File: config.mk
export PLATFORM = sky130hd
export DESIGN_NAME = bsg_downstream_io_wr
export DESIGN_NICKNAME = d
export VERILOG_FILES = /design/src/rtl/bsg_ds_pkg.sv /design/src/rtl/bsg_ds_byte_pair.sv /design/src/rtl/bsg_downstream_io_wr.sv
export SDC_FILE = /design/constraint.sdc
export NUM_CORES = 1
export LEC_CHECK = 0
export ABC_AREA = 1
export ABC_CLOCK_PERIOD_IN_PS = 1800
export CORE_ASPECT_RATIO = 1.25
export CORE_MARGIN = 4
export CORE_UTILIZATION = 42
export CTS_CLUSTER_DIAMETER = 150
export CTS_CLUSTER_SIZE = 25
export DETAILED_ROUTE_END_ITERATION = 8
export PLACE_DENSITY = 0.76
export SKIP_LAST_GASP = 1
export SLEW_MARGIN = 20
export SYNTH_ARGS = -nofsm -noshare
export SYNTH_HDL_FRONTEND = slang
export SYNTH_SLANG_ARGS = --single-unit
File: constraint.sdc
create_clock -name clk -period 1.8 [get_ports clk]
set_clock_uncertainty 0.15 [all_clocks]
set_input_delay 0.36 -clock clk [delete_from_list [all_inputs] [get_ports clk]]
set_output_delay 0.36 -clock clk [all_outputs]
set_load 0.05 [all_outputs]
File: src/rtl/bsg_ds_pkg.sv
// Shared defaults, pointer type and byte-pairing state encoding for the
// downstream io write path.
package bsg_ds_pkg;

  localparam int ADDR_W_DEF = 6;
  localparam int WORD_W_DEF = 16;

  // Write/read pointer: address field plus one wrap bit.
  typedef logic [ADDR_W_DEF:0] ptr_t;

  typedef enum logic [0:0] {
    LO = 1'b0,
    HI = 1'b1
  } pair_state_e;

endpackage

File: src/rtl/bsg_ds_byte_pair.sv
// Pairs consecutive io bytes (low byte first) into a 16-bit word; a low byte
// arriving while blocked is dropped and flagged.
module bsg_ds_byte_pair
  import bsg_ds_pkg::*;
(
  input  logic        clk,
  input  logic        rst,
  input  logic        valid_i,
  input  logic [7:0]  byte_i,
  input  logic        block_i,
  output logic [15:0] word_o,
  output logic        word_valid_o,
  output logic        drop_o
);

  pair_state_e state_q, state_d;
  logic [7:0]  lo_q, lo_d;

  // Next-state and low-byte latch; a started word always completes in HI.
  always_comb begin
    state_d = state_q;
    lo_d    = lo_q;
    case (state_q)
      LO: begin
        if (valid_i && !block_i) begin
          lo_d    = byte_i;
          state_d = HI;
        end else begin
          state_d = LO;
        end
      end
      HI: begin
        if (valid_i) begin
          state_d = LO;
        end else begin
          state_d = HI;
        end
      end
      default: state_d = LO;
    endcase
  end

  // Pairing state and latched low byte.
  always_ff @(posedge clk or posedge rst) begin
    if (rst) begin
      state_q <= LO;
      lo_q    <= 8'h00;
    end else begin
      state_q <= state_d;
      lo_q    <= lo_d;
    end
  end

  assign word_o       = {byte_i, lo_q};
  assign word_valid_o = (state_q == HI) && valid_i;
  assign drop_o       = (state_q == LO) && valid_i && block_i;

endmodule

File: src/rtl/bsg_downstream_io_wr.sv
// Write side of the downstream io buffer: registers io bytes, pairs them into
// words, writes the buffer and publishes the write pointer one cycle late.
// Optional dropped-byte counter: define BSG_DS_IO_WR_OVF_CNT_EN.
module bsg_downstream_io_wr
  import bsg_ds_pkg::*;
#(
  parameter int ADDR_W = ADDR_W_DEF,
  parameter int WORD_W = WORD_W_DEF
) (
  input  logic              clk,
  input  logic              rst,
  input  logic              io_valid_in,
  input  logic [7:0]        io_data_in,
  input  logic [ADDR_W:0]   rptr_in,
  output logic              buf_we,
  output logic [ADDR_W-1:0] buf_waddr,
  output logic [WORD_W-1:0] buf_wdata,
  output logic [ADDR_W:0]   wptr,
  output logic [ADDR_W:0]   wptr_t,
  output logic              full,
  output logic              io_valid,
  output logic [7:0]        io_data,
  output logic              overflow
`ifdef BSG_DS_IO_WR_OVF_CNT_EN
  , output logic [7:0]      ovf_cnt
`endif
);

  logic              io_valid_q;
  logic [7:0]        io_data_q;
  logic [ADDR_W:0]   wptr_q, wptr_d;
  logic [ADDR_W:0]   wptr_t_q, wptr_t_d;
  logic              buf_we_q, buf_we_d;
  logic [ADDR_W-1:0] buf_waddr_q, buf_waddr_d;
  logic [WORD_W-1:0] buf_wdata_q, buf_wdata_d;
  logic              overflow_q, overflow_d;
  logic [15:0]       pair_word;
  logic              pair_word_valid;
  logic              pair_drop;

  // Full compares the current registered wptr against the live read pointer.
  assign full = (wptr_q[ADDR_W-1:0] == rptr_in[ADDR_W-1:0]) &&
                (wptr_q[ADDR_W] != rptr_in[ADDR_W]);

  bsg_ds_byte_pair u_pair (
    .clk          (clk),
    .rst          (rst),
    .valid_i      (io_valid_q),
    .byte_i       (io_data_q),
    .block_i      (full),
    .word_o       (pair_word),
    .word_valid_o (pair_word_valid),
    .drop_o       (pair_drop)
  );

  // Buffer write, pointer advance and sticky overflow.
  always_comb begin
    wptr_t_d    = wptr_q;
    buf_we_d    = pair_word_valid;
    overflow_d  = overflow_q | pair_drop;
    if (pair_word_valid) begin
      wptr_d      = wptr_q + {{ADDR_W{1'b0}}, 1'b1};
      buf_waddr_d = wptr_q[ADDR_W-1:0];
      buf_wdata_d = WORD_W'(pair_word);
    end else begin
      wptr_d      = wptr_q;
      buf_waddr_d = buf_waddr_q;
      buf_wdata_d = buf_wdata_q;
    end
  end

  // Input stage and write-side state.
  always_ff @(posedge clk or posedge rst) begin
    if (rst) begin
      io_valid_q  <= 1'b0;
      io_data_q   <= 8'h00;
      wptr_q      <= '0;
      wptr_t_q    <= '0;
      buf_we_q    <= 1'b0;
      buf_waddr_q <= '0;
      buf_wdata_q <= '0;
      overflow_q  <= 1'b0;
    end else begin
      io_valid_q  <= io_valid_in;
      io_data_q   <= io_data_in;
      wptr_q      <= wptr_d;
      wptr_t_q    <= wptr_t_d;
      buf_we_q    <= buf_we_d;
      buf_waddr_q <= buf_waddr_d;
      buf_wdata_q <= buf_wdata_d;
      overflow_q  <= overflow_d;
    end
  end

`ifdef BSG_DS_IO_WR_OVF_CNT_EN
  logic [7:0] ovf_cnt_q, ovf_cnt_d;

  // Saturating count of dropped bytes.
  always_comb begin
    if (pair_drop && (ovf_cnt_q != 8'hFF)) begin
      ovf_cnt_d = ovf_cnt_q + 8'd1;
    end else begin
      ovf_cnt_d = ovf_cnt_q;
    end
  end

  // Dropped-byte counter register.
  always_ff @(posedge clk or posedge rst) begin
    if (rst) begin
      ovf_cnt_q <= 8'h00;
    end else begin
      ovf_cnt_q <= ovf_cnt_d;
    end
  end

  assign ovf_cnt = ovf_cnt_q;
`endif

  assign io_valid  = io_valid_q;
  assign io_data   = io_data_q;
  assign wptr      = wptr_q;
  assign wptr_t    = wptr_t_q;
  assign buf_we    = buf_we_q;
  assign buf_waddr = buf_waddr_q;
  assign buf_wdata = buf_wdata_q;
  assign overflow  = overflow_q;

endmodule

==> Yosys cells after proc, flatten, opt, wreduce, memory -nomap -nowiden <==
Index checks and enable logic that the tools add are counted.
{ "word_totals": {"regBits": 56, "elab_cells": 25, "output_inout_bits": 48} }
{ "op_classes": {"addsub": 1, "n_mux": 3, "n_eq_ne": 2, "reduce_logical": 7, "bitwise": 2} }
{ "op_table": {"columns": ["op", "count"], "rows": [
  ["$add A7 B1 Y7 const B", 1],
  ["$eq A6 B6 Y1", 1],
  ["$logic_and A1 B1 Y1", 5],
  ["$mux W1", 2],
  ["$pmux W1 S2", 1],
  ["$reduce_and A2 Y1", 1],
  ["$logic_not A1 Y1", 1],
  ["$ne A1 B1 Y1", 1],
  ["$not A1 Y1", 1],
  ["$or A1 B1 Y1", 1]
]} }

==> Longest topological paths before layout <==
Gate-level depths: netlist of the first run.
{ "depth": {"depth_word": 6, "ltp_mapped": 9, "depth_no_buf": 9} }

==> Cells and area by module <==
A second synthesis of the first run with hierarchy kept.
{ "unflattened": {"cells_unflattened": 231, "hier_area_um2": 2183.3} }
{ "modules_own_cells": {"columns": ["mod", "area_per_inst_um2", "seq_area_each_um2", "instances", "cells_each"], "rows": [
  ["bsg_downstream_io_wr", 1727.9, 1176.1, 1, 179],
  ["bsg_ds_byte_pair", 455.4, 225.2, 1, 52]
]} }

==> Worst setup path after synthesis of the first run <==
No wires, ideal clock.
{ "synth_path": {"path_kind": "reg2out", "startpoint": "register wptr_q[5], in the netlist wptr[5]", "endpoint": "output port full", "path_stages_with_launch": 9, "arrival_ns": 1.571, "slack_ns": -0.281, "cell_sequence": "dfrtp_1 > inv_1 > nand2_1 > nand2_1 > inv_1 > nand2_1 > nor2_1 > nand2_2 > inv_1"} }
{ "synth_between": {"elab_chain_len": 2} }
{ "synth_lines": {"columns": ["element", "line", "source"], "rows": [
  ["start: declaration", "bsg_downstream_io_wr.sv:31", "logic [ADDR_W:0] wptr_q, wptr_d;"],
  ["start signal: assignment", "bsg_downstream_io_wr.sv:86", "wptr_q <= wptr_d;"],
  ["$eq A6 B6 Y1", "bsg_downstream_io_wr.sv:42", "assign full = (wptr_q[ADDR_W-1:0] == rptr_in[ADDR_W-1:0]) &&"],
  ["$logic_and A1 B1 Y1", "bsg_downstream_io_wr.sv:42", null],
  ["end: declaration", "bsg_downstream_io_wr.sv:20", "output logic full,"]
]} }
No other way between the ends.

==> Worst setup path in the final report of the first run <==
{ "layout_path": {"startpoint": "register wptr_q[1], in the netlist wptr[1]", "endpoint": "output port full"} }
Same word-level chain as after synthesis.

==> results of run 1 <==
-- power groups by stage --
stage,sequential [mW],combinational [mW],clock (mW)
5_1_grt,1.85,2.75,0.792
3_5_place_dp,1.84,2.43,0
2_1_floorplan,2.82,0.483,0
4_1_cts,1.80,2.53,0.730
3_3_place_gp,1.84,2.39,0
6_report,1.80,2.59,0.710
-- layout make-up --
cell class / count / area, µm² / share of cell area
inverter: 24 / 93.8 / 0.0291
sequential: 56 / 1400 / 0.435
multi-input combinational: 141 / 667 / 0.207
clock buffer: 7 / 96.3 / 0.0298
tap: 62 / 77.6 / 0.0240
timing repair buffer: 93 / 890 / 0.276
-- kinds of logic (layout without fill, tap and decap cells) --
logic type      count (synthesis)  count (layout)  share of synthesized area
compound gates                  9              10                     0.0281
xor+xnor                        4               4                     0.0160
fa+ha+maj                       1               1                    0.00573
buf+inv                        37             124                     0.0790
flops                          56              56                      0.641
simple gates                  126             126                      0.230
-- worst paths after layout --
kind                       slack, ns  cells after the start             end    start
max                            -0.12                      8            full  wptr[1]
min                             0.30                      0       wptr_t[2]  wptr[2]
max reg2reg                    -0.10                     13  u_pair.lo_q[1]  wptr[6]
min reg2reg                     0.30                      0       wptr_t[2]  wptr[2]
max in group asynchronous       0.92                      3         wptr[2]      rst
min in group asynchronous       0.32                      3    buf_wdata[8]      rst
-- state kept, by name, indices dropped and copies added, names as in the netlist --
register        cells
wptr_t              7
overflow            1
io_data             8
buf_we              1
u_pair.lo_q         8
wptr                7
buf_waddr           6
buf_wdata          16
u_pair.state_q      1
io_valid            1
-- routing by layer --
metal | global-route usage | share of wire | vias to the layer above
li1 | - | - | 878
met4 | 0.0789 | 0.033 | 0
met5 | 0 | 0 | -
met3 | 0.0432 | 0.059 | 14
met1 | 0.204 | 0.39 | 791
met2 | 0.263 | 0.51 | 55
-- cell usage in the layout (no fill, tap or decap), drive strengths merged --
cell type and n:
nand4 1, nor3 2, ha 1, o21ai 7, clkinvlp 1, buf 76
dfrtp 56, clkbuf 7, nand3 13, clkdlybuf4s50 10, o21bai 3, xor2 4
dlygate4sd2 5, nand2 102, dlymetal6s2s 2, inv 23, nor2 8
-- what timing repair did --
item | in CTS | in global routing
endpoints found under the setup margin | 1 | 10
gates resized for setup | 12 | 14
pin swaps | 6 | 8
buffers inserted | 12 | 3
hold buffers | 0 | 0
hold endpoints to repair | 0 | 0
gates cloned | 0 | 1
==> impl_metrics.toml, run 1 <==
[cts]
htree_levels = 2
clockBufferDepth = 2
cts_root_buf = "clkbuf_8"
clkLatencyLatePin_ns = 0.30
clkSinkCount = 56
cts_tree = "built"
cts.clk_slew.worst_paths_ns = 0.09
numCtsBuffers = 5

[sta]
hold_violations = 0
rsz0062_at_grt = "yes"
fmax_mhz = 522
finalSetupTns_ns = -0.800
finalSetupViolations = 10
fin_ws_ns = -0.117
maxSlewHeadroom = 0.806
worst_slew_pin_slew_ns = 0.291
post-route-period-util = 1.07
hold_ws_ns = 0.295
final.min_clock_period_ns = 1.92
slew_violations = 0

[outcome]
violations = "negative setup slack"
status = "finished, violations left"

[power]
p_leak_nw = 1.75
seq_power_share = 0.353
intPower_mw = 2.86
clkPwrFrac = 0.139
p_sw_frac = 0.441
switchingPower_mw = 2.25
combPwrFrac = 0.508
total_power_mw = 5.11
ir_worst_vdd_mv = 0.839
power.density_nw_per_um2 = 1580

[logic_synthesis]
synth_top_cell_by_area = "dfrtp_1"
synth_top_cells_by_count = "nand2_1 (101), dfrtp_1 (56), inv_1 (20)"
synth-edff-count = 0
ys_types = 19
ys.flop_type = "dfrtp_1"
syn_area_um2 = 2180
avgSynthCellArea_um2 = 9.38
synth_top_area_share = 0.641
synth_seq_area_share = 0.641
async_reset_ff_frac = 1.00
yosysMostFrequentCell = "nand2_1"
synth_top_cells_by_area = "dfrtp_1 (64%), nand2_1 (17%), inv_1 (3.4%)"
synth_nets = 252
yosys_warnings = 0
syn-instance-count = 233
ys_ff_latch = 56

[finish]
fin_cells = 383
antenna-diode-count = 0
syn_to_final_growth_pct = 47.8
fin_nets = 340
fin_area_um2 = 3230
nFillCells = 414
final_util = 0.640
layout-drive-gt1-share = 0.349

[place]
portBuffers = 65
placedCellCount = 360
pre_cts_ws_ns = -0.261
placed_area_um2 = 2960
gp_routability_congestion = 0.812
dp_hpwl_mm = 3.41

[global_route]
first_global_vias = 1677
grt_pass1_wl_mm = 8.04
antenna_found_initial = 0
grt_usage = 0.163
grt_max_degree = 57
gr-total-overflow = 0

[floorplan]
die_w_um = 72.5
io_pins = 66
core_um2 = 5040
start_util = 0.433
rows = 29
die_y_um = 88.6
die_area_um2 = 6430

[critical_path]
required_ns = 1.29
cpMostUsedCell = "nand2_2"
arrival_ns = 1.41
cp_slowest_cell = "dfrtp_1"
start_kind = "flop"
path_class = "reg2out"
cp-end-kind = "output pin"
worst-path-max-fanout = 4
crit_chain = "inv_2 > nand2_2 > nand2_2 > nand3_2 > nor2_2 > nand2_2 > inv_2 > buf_12"
path_delay_family = "flip-flops"
max_stage_delay_ns = 0.42
crit_buf_inv = 3

[detailed_routing]
vias = 1738
drc_errors = 0
dr.pass1.iters = 4
avgRoutedWirePerCell_um = 13.0
drtAntennaViolNets = 0
viasPerCell = 4.54
totalWireLength_mm = 4.97
initialDrtViolationCount = 105

[job]
cap_viol_max_count = 0

[hold_path]
hold_path.class = "reg2reg"
Note: power is estimated with default switching activity, not from simulation.
==> inputs of run 2 (changes only) <==
PLACE_DENSITY = not set   (was 0.76)
PLACE_DENSITY_LB_ADDON = 0.3   (was not set)
==> impl_metrics.toml, run 2 (same netlist as run 1, synthesis figures left out) <==
[outcome]
status = "finished, violations left"
violations = "negative setup slack"

[finish]
fin_cells = 389
largest_reg_flops = 16
final_util = 0.643
nFillCells = 417
fin_nets = 345
antenna-diode-count = 0
final-seq-area_um2 = 1400
mostFrequentLayoutCells = "nand2_1 (96), buf_4 (71), dfrtp_1 (54)"
fin_area_um2 = 3240
syn_to_final_growth_pct = 48.5
final_common_cell = "nand2_1"
multi_input_area_um2 = 642
layout-drive-gt1-share = 0.346

[critical_path]
cp-end-kind = "output pin"
path_class = "reg2out"
path_delay_family = "flip-flops"
max_stage_delay_ns = 0.43
reg2reg_from = "wptr[1]"
r2r_slack_ns = 0.15
crit_chain = "inv_1 > nand2_1 > nand2_1 > inv_1 > nor2_2 > nand2_2 > inv_2 > buf_12"
worst-path-max-fanout = 5
crit_buf_inv = 4
rr_worst_depth = 9
required_ns = 1.29
start_kind = "flop"
arrival_ns = 1.41
regToRegEndpoint = "wptr[1]"
cp_slowest_cell = "dfrtp_1"

[sta]
fmax_mhz = 521
post-route-period-util = 1.07
final.min_clock_period_ns = 1.92
worst_slew_pin_slew_ns = 0.296
finalSetupTns_ns = -0.119
slew_violations = 0
hold_ws_ns = 0.305
fin_ws_ns = -0.119
maxSlewHeadroom = 0.803
finalSetupViolations = 1
rsz0062_at_grt = "yes"
hold_violations = 0

[global_route]
antenna_found_initial = 0
gr-total-overflow = 0
grt_max_degree = 57
grt_pass1_wl_mm = 7.96
first_global_vias = 1722
grt_usage = 0.159

[power]
total_power_mw = 5.33
ir_worst_vdd_mv = 1.32
p_leak_nw = 1.75
power.density_nw_per_um2 = 1640

[detailed_routing]
avgRoutedWirePerCell_um = 12.5
vias = 1764
totalWireLength_mm = 4.88
initialDrtViolationCount = 84
drtAntennaViolNets = 0
viasPerCell = 4.53
drc_errors = 0
dr.pass1.iters = 4

[cts]
cts.clk_slew.worst_paths_ns = 0.10
clockBufferDepth = 2
cts_root_buf = "clkbuf_8"
htree_levels = 2
numCtsBuffers = 5
clkSinkCount = 56
cts_tree = "built"
hold_buffers = 0
clkLatencyLatePin_ns = 0.31

[place]
pre_cts_ws_ns = -0.248
portBuffers = 65
placed_area_um2 = 2980
placedCellCount = 364
gp_routability_congestion = 0.736
dp_hpwl_mm = 3.34

[job]
cap_viol_max_count = 0

[floorplan]
die_y_um = 88.6
die_w_um = 72.5
core_um2 = 5040
start_util = 0.433
io_pins = 66
die_area_um2 = 6430
rows = 29

[hold_path]
hold_path.class = "in2async"
## run 2: changes by cell type in the layout (fill, tap and decap cells not counted), moves of 2 or more
cell,before,now
buf_4,64,71
nand2_2,8,6
dlygate4sd2_1,5,7
clkbuf_8,7,5
o21ai_0,6,4
inv_2,10,7
nand2_1,94,96
inv_1,13,16
dlymetal6s2s_1,2,0
## run 2: worst max-delay path by stage
stage,start,end,slack (ns),cells past startpoint
finish,wptr[3],full,-0.12,8
CTS,wptr[6],full,-0.13,8
floorplan,wptr[0],full,-0.20,6
detailed placement,rptr_in[1],full,-0.25,8
global route,wptr[1],full,-0.22,8
global placement,rptr_in[1],full,-0.25,8
## run 2: layout make-up
cell class,count,area share
Multi-Input combinational cell,140,0.198
Clock inverter,3,0.0131
Inverter,24,0.0289
Sequential cell,56,0.433
Clock buffer,5,0.0212
Timing Repair Buffer,99,0.282
Tap cell,62,0.0239
## run 2: worst register-to-register path, cell delays in order, from the launching register on
cell and delay, ns:
dfrtp_1 0.40, inv_2 0.06, buf_4 0.13, buf_4 0.12, buf_4 0.12, buf_4 0.12, buf_4 0.12, buf_4 0.12
buf_4 0.13, o21ai_1 0.13
## run 2: repair_timing
item                                    CTS  global route
endpoints found under the setup margin    1             3
pin swaps                                 5             5
setup buffers                            15             4
resized for setup                        17             5
## run 2: power breakdown
part / leakage (nW) / switching [mW] / internal [mW]
registers: 0.698 / 0.210 / 1.59
logic: 1.00 / 1.67 / 1.03
clock network: 0.0541 / 0.408 / 0.412
## run 2: per-layer routing
layer  global-route usage  part of all wire  vias to the layer above
li1                     -                 -                      883
met1                0.200              0.42                      831
met2                0.268              0.51                       44
met3               0.0420             0.055                        6
met4               0.0537             0.016                        0
met5                    0                 0                        -
==> inputs of run 3 (changes only) <==
==> constraint.sdc (replaced) <==
create_clock -name clk -period 1.8 [get_ports clk]
set_clock_uncertainty 0.15 [all_clocks]
set_input_delay 0.27 -clock clk [delete_from_list [all_inputs] [get_ports clk]]
set_output_delay 0.27 -clock clk [all_outputs]
set_load 0.05 [all_outputs]
==> impl_metrics.toml, run 3 (same netlist as run 1, synthesis figures left out) <==
[finish]
largest_reg_flops = 16
antenna-diode-count = 0
fin_area_um2 = 3030
layout-drive-gt1-share = 0.322
nFillCells = 469
fin_cells = 376
fin_nets = 332
syn_to_final_growth_pct = 38.7
final_common_cell = "nand2_1"
mostFrequentLayoutCells = "nand2_1 (97), buf_4 (66), dfrtp_1 (53)"

[floorplan]
die_w_um = 72.5
die_y_um = 88.6
start_util = 0.433
core_um2 = 5040
die_area_um2 = 6430
rows = 29
io_pins = 66

[sta]
finalSetupTns_ns = -0.0356
finalSetupViolations = 1
final.min_clock_period_ns = 1.84
hold_violations = 0
hold_ws_ns = 0.208
fmax_mhz = 545
worst_slew_pin_slew_ns = 0.295
maxSlewHeadroom = 0.803
slew_violations = 0
fin_ws_ns = -0.0356
post-route-period-util = 1.02
rsz0062_at_grt = "yes"

[place]
dp_hpwl_mm = 3.15
gp_routability_congestion = 0.751
portBuffers = 65
placed_area_um2 = 2810
placedCellCount = 355

[cts]
clockBufferDepth = 2
hold_buffers = 0
clkSinkCount = 56
htree_levels = 2
cts.clk_slew.worst_paths_ns = 0.10
clkLatencyLatePin_ns = 0.31
numCtsBuffers = 5
cts_tree = "built"
cts_root_buf = "clkbuf_8"

[critical_path]
max_stage_delay_ns = 0.43
cp_slowest_cell = "dfrtp_1"
required_ns = 1.38
reg2reg_from = "wptr[1]"
crit_chain = "inv_2 > nand2_2 > nand2_2 > nand3_2 > nor2_2 > nand2_2 > inv_2 > buf_12"
worst-path-max-fanout = 4
start_kind = "flop"
arrival_ns = 1.42
startpoint = "wptr[1]"
cpMostUsedCell = "nand2_2"
path_class = "reg2out"
cp-end-kind = "output pin"

[global_route]
grt_pass1_wl_mm = 7.61
grt_max_degree = 57
antenna_found_initial = 0
first_global_vias = 1631
grt_usage = 0.153
gr-total-overflow = 0

[detailed_routing]
drc_errors = 0
dr.pass1.iters = 4
initialDrtViolationCount = 90
vias = 1713
avgRoutedWirePerCell_um = 12.3
viasPerCell = 4.56
drtAntennaViolNets = 0
totalWireLength_mm = 4.63

[power]
power.density_nw_per_um2 = 1600
p_leak_nw = 1.65
ir_worst_vdd_mv = 0.963

[job]
cap_viol_max_count = 0

[hold_path]
hold_path.class = "in2async"

[outcome]
status = "finished, violations left"
violations = "negative setup slack"
-- run 3: changes by cell type in the layout (fill, tap and decap cells not counted), moves of 2 or more --
cell             before  now
buf_12               11    3
inv_2                 7    9
inv_1                16   14
buf_4                71   66
dlygate4sd2_1         7    0
clkdlybuf4s50_1      10   16
o21ai_0               4    6
-- run 3: cell type report --
class / count / area [µm²] / area share
multi-input combinational: 140 / 636 / 0.210
clock buffer: 5 / 68.8 / 0.0227
sequential: 56 / 1410 / 0.464
inverter: 24 / 93.8 / 0.0310
timing repair buffer: 86 / 728 / 0.240
tap: 62 / 77.6 / 0.0256
clock inverter: 3 / 21.3 / 0.00702
-- run 3: per-stage QoR --
step | utilization | power [mW] | setup slack [ns]
2_1_floorplan | - | 3.31 | -0.114
3_3_place_gp | 0.558 | 4.02 | -0.0598
3_5_place_dp | 0.558 | 4.05 | -0.0665
4_1_cts | 0.586 | 4.82 | -0.0867
5_1_grt | 0.601 | 5.12 | -0.139
6_report | 0.601 | 4.84 | -0.0356
-- run 3: critical path, delay by kind of cell (launching register included) --
family / cells / cell delay (ns)
flops: 1 / 0.43
simple gates: 5 / 0.40
buf+inv: 3 / 0.29
-- run 3: final timing paths --
| path | endpoint | depth (start not counted) | slack, ns |
|---|---|---|---|
| min in group clk | io_data[0] | 1 | 0.23 |
| hold reg to reg | wptr_t[0] | 0 | 0.32 |
| max in group asynchronous | wptr[0] | 3 | 1.02 |
| hold / removal | buf_wdata[9] | 3 | 0.21 |
| setup reg to reg | u_pair.state_q | 8 | 0.23 |
| setup / recovery | full | 8 | -0.04 |
-- run 3: power breakdown --
part	switching (mW)	internal [mW]
combinational	1.58	0.757
clock	0.413	0.277
sequential	0.218	1.60
-- run 3: timing repair --
| action | CTS | global route |
|---|---|---|
| endpoints found under the setup margin | 1 | 1 |
| gates resized for setup | 3 | 12 |
| pin swaps | 1 | 4 |
| buffers inserted | 7 | 6 |
| gates cloned | 0 | 0 |
-- run 3: routing by layer --
layer	GRT usage	routed length [µm]	up-vias
met5	0	0	-
met4	0.0604	83	0
met3	0.0341	262	7
met2	0.268	2280	50
met1	0.184	2000	801
li1	-	-	855
